<file path="src/rtl/ecg_result_framer_pkg.sv">
// ecg_result_framer_pkg: shared frame constants, sample index type and framer state encoding.
package ecg_result_framer_pkg;

    localparam logic [7:0] FRAME_HDR = 8'hA5;
    localparam int FRAME_LEN = 5;

    typedef logic [21:0] sample_num;

    typedef enum logic [2:0] {IDLE, HDR, B0, B1, B2, CHK} frame_state;

    function automatic logic [7:0] frame_chk(input logic [7:0] hdr, input sample_num s);
        return hdr ^ s[7:0] ^ s[15:8] ^ {2'b00, s[21:16]};
    endfunction

endpackage

</file>
<file path="src/rtl/ecg_result_framer.sv">
// ecg_result_framer: serializes R-peak sample indices into 5-byte header/payload/XOR frames for the UART.
module ecg_result_framer
    import ecg_result_framer_pkg::*;
#(
    parameter logic [7:0] HDR_BYTE = FRAME_HDR,
    parameter int CNT_WIDTH = 16
) (
    input  logic                 clk,
    input  logic                 rst,
    input  logic                 en,
    input  sample_num            in_data,
    input  logic                 in_valid,
    output logic                 in_ready,
    output logic [7:0]           tx_data,
    output logic                 tx_valid,
    input  logic                 tx_ready,
    output logic                 busy,
    output logic [CNT_WIDTH-1:0] frame_cnt
);

    frame_state state, state_nx;
    sample_num  data;
    logic [7:0] chk, byte_nx;
    logic       ready, accept, shake;

    // ready is a register so in_ready never depends on tx_ready and stays low the cycle after reset
    assign in_ready = ready && en;
    assign accept   = in_valid && in_ready;
    assign shake    = tx_valid && tx_ready;
    assign busy     = state != IDLE;

    always_ff @(posedge clk)
        if (rst) state <= IDLE;
        else     state <= state_nx;

    always_comb begin
        state_nx = state;
        case (state)
            IDLE:    state_nx = accept ? HDR : IDLE;
            HDR:     state_nx = shake ? B0 : HDR;
            B0:      state_nx = shake ? B1 : B0;
            B1:      state_nx = shake ? B2 : B1;
            B2:      state_nx = shake ? CHK : B2;
            CHK:     state_nx = shake ? IDLE : CHK;
            default: state_nx = IDLE;
        endcase
    end

    // byte for the state being entered; the header needs no latched data so IDLE->HDR is safe
    always_comb begin
        byte_nx = 8'h00;
        case (state_nx)
            HDR:     byte_nx = HDR_BYTE;
            B0:      byte_nx = data[7:0];
            B1:      byte_nx = data[15:8];
            B2:      byte_nx = {2'b00, data[21:16]};
            CHK:     byte_nx = chk;
            default: byte_nx = 8'h00;
        endcase
    end

    always_ff @(posedge clk) begin
        if (rst) begin
            tx_data   <= '0;
            tx_valid  <= 1'b0;
            ready     <= 1'b0;
            frame_cnt <= '0;
            data      <= '0;
            chk       <= '0;
        end else begin
            tx_data  <= byte_nx;
            tx_valid <= state_nx != IDLE;
            ready    <= state_nx == IDLE;
            if (accept) begin
                data <= in_data;
                chk  <= frame_chk(HDR_BYTE, in_data);
            end
            if (state == CHK && shake) frame_cnt <= frame_cnt + 1'b1;
        end
    end

endmodule
</file>
<file path="config.mk">
export PLATFORM = sky130hd
export DESIGN_NAME = ecg_result_framer
export DESIGN_NICKNAME = d
export VERILOG_FILES = /design/src/rtl/ecg_result_framer_pkg.sv /design/src/rtl/ecg_result_framer.sv
export SDC_FILE = /design/constraint.sdc
export NUM_CORES = 1
export LEC_CHECK = 0
export CORE_MARGIN = 4
export CORE_UTILIZATION = 35
export CTS_CLUSTER_SIZE = 10
export DETAILED_ROUTE_END_ITERATION = 12
export PLACE_DENSITY_LB_ADDON = 0.1
export SLEW_MARGIN = 10
export SYNTH_ARGS = -nofsm -noshare
export SYNTH_HDL_FRONTEND = slang
export SYNTH_SLANG_ARGS = --single-unit
</file>
<file path="constraint.sdc">
create_clock -name clk -period 4.85 [get_ports clk]
set_input_delay 1.2125 -clock clk [delete_from_list [all_inputs] [get_ports clk]]
set_output_delay 1.2125 -clock clk [all_outputs]
set_load 0.005 [all_outputs]
</file>
======== After elaboration in Yosys (flattened, before gate mapping) ========
Cells that the tools add are included.
Widths: inputs -> output; s select.
storage, ports and cells
  register bits after elaboration ......... 59
  bits of input ports ..................... 27
  logic and storage cells ................. 37
  output and inout bits ................... 27
cells by class
  add/sub/neg operators ................... 1
  reductions and logical operators ........ 8
  bitwise logic cells ..................... 3
  equality and inequality tests ........... 10
  mux-type cells .......................... 8
operators by type and width
  kind                   count
  $pmux 8 s5             1
  $pmux 3 s6             1
  $add 16x1->16 const B  1
  $eq 3x2->1 const B     4
  $eq 3x3->1 const B     4
  $xor 8x6->8            1
  $xor 8x8->8            1
  $eq 3x1->1 const B     2
  $logic_not 3->1        2
  $mux 3                 2
  $reduce_bool 3->1      2
  $logic_and 1x1->1      4
  $not 4->4              1
  $mux 1                 3
  $mux 2                 1

======== Depth between registers and ports, before layout ========
  depth after elaboration ................. 6
  gate-level depth with buffers ........... 7
  depth with buffers taken out ............ 5

======== Worst setup path after synthesis ========
OpenSTA, ideal clock, no wires.
  kind .................................... input to output
  from .................................... input en
  to ...................................... output in_ready
  data required time ...................... 3.638 ns
  arrival ................................. 1.337 ns
  path slack .............................. 2.300 ns
  path buffers ............................ 0
  stages on the path ...................... 1
  cells stage by stage .................... and2_1
on the way
  word-level cells in the longest chain between the ends .. 1
RTL lines
  what                RTL line                 text
  start: declaration  ecg_result_framer.sv:10  input logic en,
  $logic_and 1x1->1   ecg_result_framer.sv:27  assign in_ready = ready && en;
  end: declaration    ecg_result_framer.sv:13  output logic in_ready,
No other way between the ends.

======== Worst setup path after layout ========
Ends and elaborated chain as after synthesis.

==> results.py <==
metrics = {
    "worst_hold_path": {
        "min_path_type": "flip-flop to flip-flop",
        "holdPathEnd": "chk[3]$_SDFFE_PP0P_",
        "whs_path_depth": 2,
        "min_from": "chk[3]$_SDFFE_PP0P_",
    },
    "synthesis": {
        "synth_area_sq_um": 2540,
        "syn_nets": 336,
        "yosysSeqAreaShare": 0.464,
        "synth_flop_cell": "dfxtp_1",
        "synth_edf_count": 0,
        "async_flop_share": 0,
        "ys_types": 39,
        "ys_seq_elements": 59,
        "synth_cells": 308,
        "post_synth.cell_area_avg_sq_um": 8.26,
        "ys_warn_count": 0,
    },
    "cells_and_area": {
        "fillCellCount": 687,
        "final_nets": 382,
        "layout_commonest_cell": "nand2_1",
        "stdcell_count": 455,
        "fin_area_sq_um": 3310,
        "drive_gt1_frac": 0.0529,
        "layout_common_cells": "nand2_1, dfxtp_1, clkdlybuf4s50_1",
        "synthToLayoutAreaGrowth_pct": 30.0,
        "n_antenna_cell": 0,
    },
    "clock_tree": {
        "clock-sinks": 59,
        "ctsRootBufferMaster": "clkbuf_8",
        "postCtsSetupRepairBufs": 0,
        "cts_tree": "done",
        "clk_latency_ns": 0.33,
        "post_cts_resized": 0,
        "cts_hold_buf": 0,
        "cts.path.max_buffers": 2,
        "cts_made_buffers": 9,
        "clk_pin_slew_worst_paths_ns": 0.06,
        "cts.htree.levels": 3,
    },
    "route": {
        "first_pass_iters": 6,
        "avgViaCountPerCell": 5.09,
        "drc": 0,
        "drtIter0Drc": 106,
        "vias": 2317,
        "wirelength_um": 6030,
        "ant_nets": 0,
        "wl_per_cell_um": 13.2,
    },
    "placed_design": {
        "place_congestion": 0.734,
        "place_ws_ns": 1.31,
        "dpl-instance-area_sq_um": 3120,
        "hpwl_um": 3950,
        "portBuffers": 53,
        "dp_cells": 439,
    },
    "sta": {
        "fin_skew_ns": 0.00338,
        "setup_viol": 0,
        "rsz0062_at_grt": "false",
        "drv_slew": 0,
        "tightest_slew_ns": 0.954,
        "final_hold_viol_count": 0,
        "tns_ns": 0,
        "fmax_ghz": 0.283,
        "layout_min_cycle_time_ns": 3.53,
        "max_slew_margin": 0.364,
        "finalWorstSetupSlack_ns": 1.32,
        "min_period_over_period": 0.728,
    },
    "critical_path": {
        "start_kind": "input pin",
        "critical_path_class": "input pin to output port",
        "reg2reg_from": "state[0]$_SDFF_PP0_",
        "cp_num_buf_inv": 2,
        "reg2reg_to": "frame_cnt[12]$_SDFFE_PP0P_",
        "cp_data_arrival_time_ns": 2.32,
        "path_common_cell": "clkdlybuf4s50_1",
        "required_ns": 3.64,
        "worstPathCellList": "clkdlybuf4s50_1, and2_1, clkdlybuf4s50_1",
        "critPathTopFamily": "buffers and inverters",
        "reg2reg_slack_ns": 2.78,
        "crit_fanout": 3,
        "slowest_delay_ns": 0.49,
        "slowest_stage": "clkdlybuf4s50_1",
        "worst_r2r_path_depth": 4,
        "endpoint_kind": "output port",
        "crit_start": "en",
    },
    "floorplan": {
        "die_area_sq_um": 8700,
        "die-height_um": 93.3,
        "die_w_um": 93.3,
        "io_pins": 54,
        "core_area_sq_um": 6940,
        "start_util": 0.366,
        "core.rowCount": 30,
    },
    "power": {
        "irDropWorstVdd_v": 0.000153,
        "cellLeakagePower_nw": 1.05,
        "power.density_nw_per_um2": 305,
    },
    "global_routing": {
        "gr-total-overflow": 0,
        "grt_pass1_wl_um": 10100,
        "grt_pass1_vias": 2181,
        "antenna_found_initial": 0,
        "grt_usage": 0.149,
        "grt_max_degree": 52,
    },
    "run": {
        "max_cap_violations": 0,
    },
    "status": {
        "status": "completed",
    },
}
==> Yosys cell counts, types with 2 or more instances <==
library cell   n  area (sq um)
a22oi_1        7          52.6
clkbuf_1      16          60.1
buf_2          2          10.0
o31ai_1        4          30.0
a21oi_1       43           215
nor4_1         5          31.3
or4_1          4          30.0
a31oi_1        2          12.5
dfxtp_1       59          1180
nand2b_1       2          12.5
nor2b_1        2          12.5
nand2_1       64           240
or3_1          6          37.5
and4_1         2          17.5
o21ai_0        5          25.0
inv_1          3          11.3
nand4_1        4          25.0
nor3_1         2          10.0
nor2_1        19          71.3
xnor2_1       21           184
a41oi_1        2          17.5
and3_1         2          12.5
a32oi_1        5          43.8
a211oi_1       4          30.0
nand3_1        8          40.0
o2bb2ai_1      2          17.5
==> area by class of cell <==
cell class	instances	area, sq um	area share
clock buffers	15	186	0.0564
flip-flops and latches	59	1180	0.357
repair buffers	55	541	0.163
well taps	96	120	0.0363
multi-input cells	225	1260	0.381
inverters	4	15.0	0.00454
clock inverters	1	5.00	0.00151
==> per-layer routing <==
layer	routed length (um)	global-route usage	share of wire
met2	2810	0.250	0.47
met1	2730	0.171	0.45
met5	0	0	0
met4	115	0.0720	0.019
met3	373	0.0451	0.062
==> cell families (layout without fill, tap and decap cells) <==
kind of cell / count (synthesis) / after routing / synth area share
adders and majority gates: 1 / 1 / 0.00492
and+or+nand+nor: 124 / 124 / 0.225
xor gates and xnor gates: 22 / 22 / 0.0758
buffers and inverters: 24 / 75 / 0.0408
AOI/OAI and AO/OA: 78 / 78 / 0.189
DFF: 59 / 59 / 0.464
==> state kept, by name (all words and copies together) (netlist names) <==
register / cells
state: 3
frame_cnt: 16
chk: 8
data: 22
tx_data: 8
tx_valid: 1
ready: 1
==> worst max path at each step <==
stage,cells past startpoint,slack [ns],end
floorplan,1,2.30,in_ready
global placement,3,1.33,in_ready
detailed placement,3,1.31,in_ready
CTS,3,1.31,in_ready
global route,3,1.27,in_ready
finish,3,1.32,in_ready
==> worst register-to-register path, delay by kind of cell (launching register included) <==
kind / cells / cell delay [ns]
AND/OR/NAND/NOR: 3 / 1.37
flip-flops: 1 / 0.48
AO/OA/AOI/OAI: 1 / 0.15
==> power breakdown <==
| group | switching, mW | total (mW) | internal [mW] | leakage, nW |
|---|---|---|---|---|
| Sequential | 0.00746 | 0.504 | 0.496 | 0.478 |
| Clock | 0.182 | 0.423 | 0.241 | 0.0997 |
| Combinational | 0.0388 | 0.0810 | 0.0422 | 0.469 |
| Total | 0.228 | 1.01 | 0.780 | 1.05 |
==> per-stage QoR <==
stage,util,hold slack (ns),power (mW)
after CTS,0.476,0.451,1.02
after detailed placement,0.449,0.443,0.596
after global placement,0.449,0.439,0.596
after floorplan,-,0.432,0.556
final,0.476,0.450,1.01
after global routing,0.476,0.466,1.05
No activity file was read; power rests on OpenSTA's default activity.
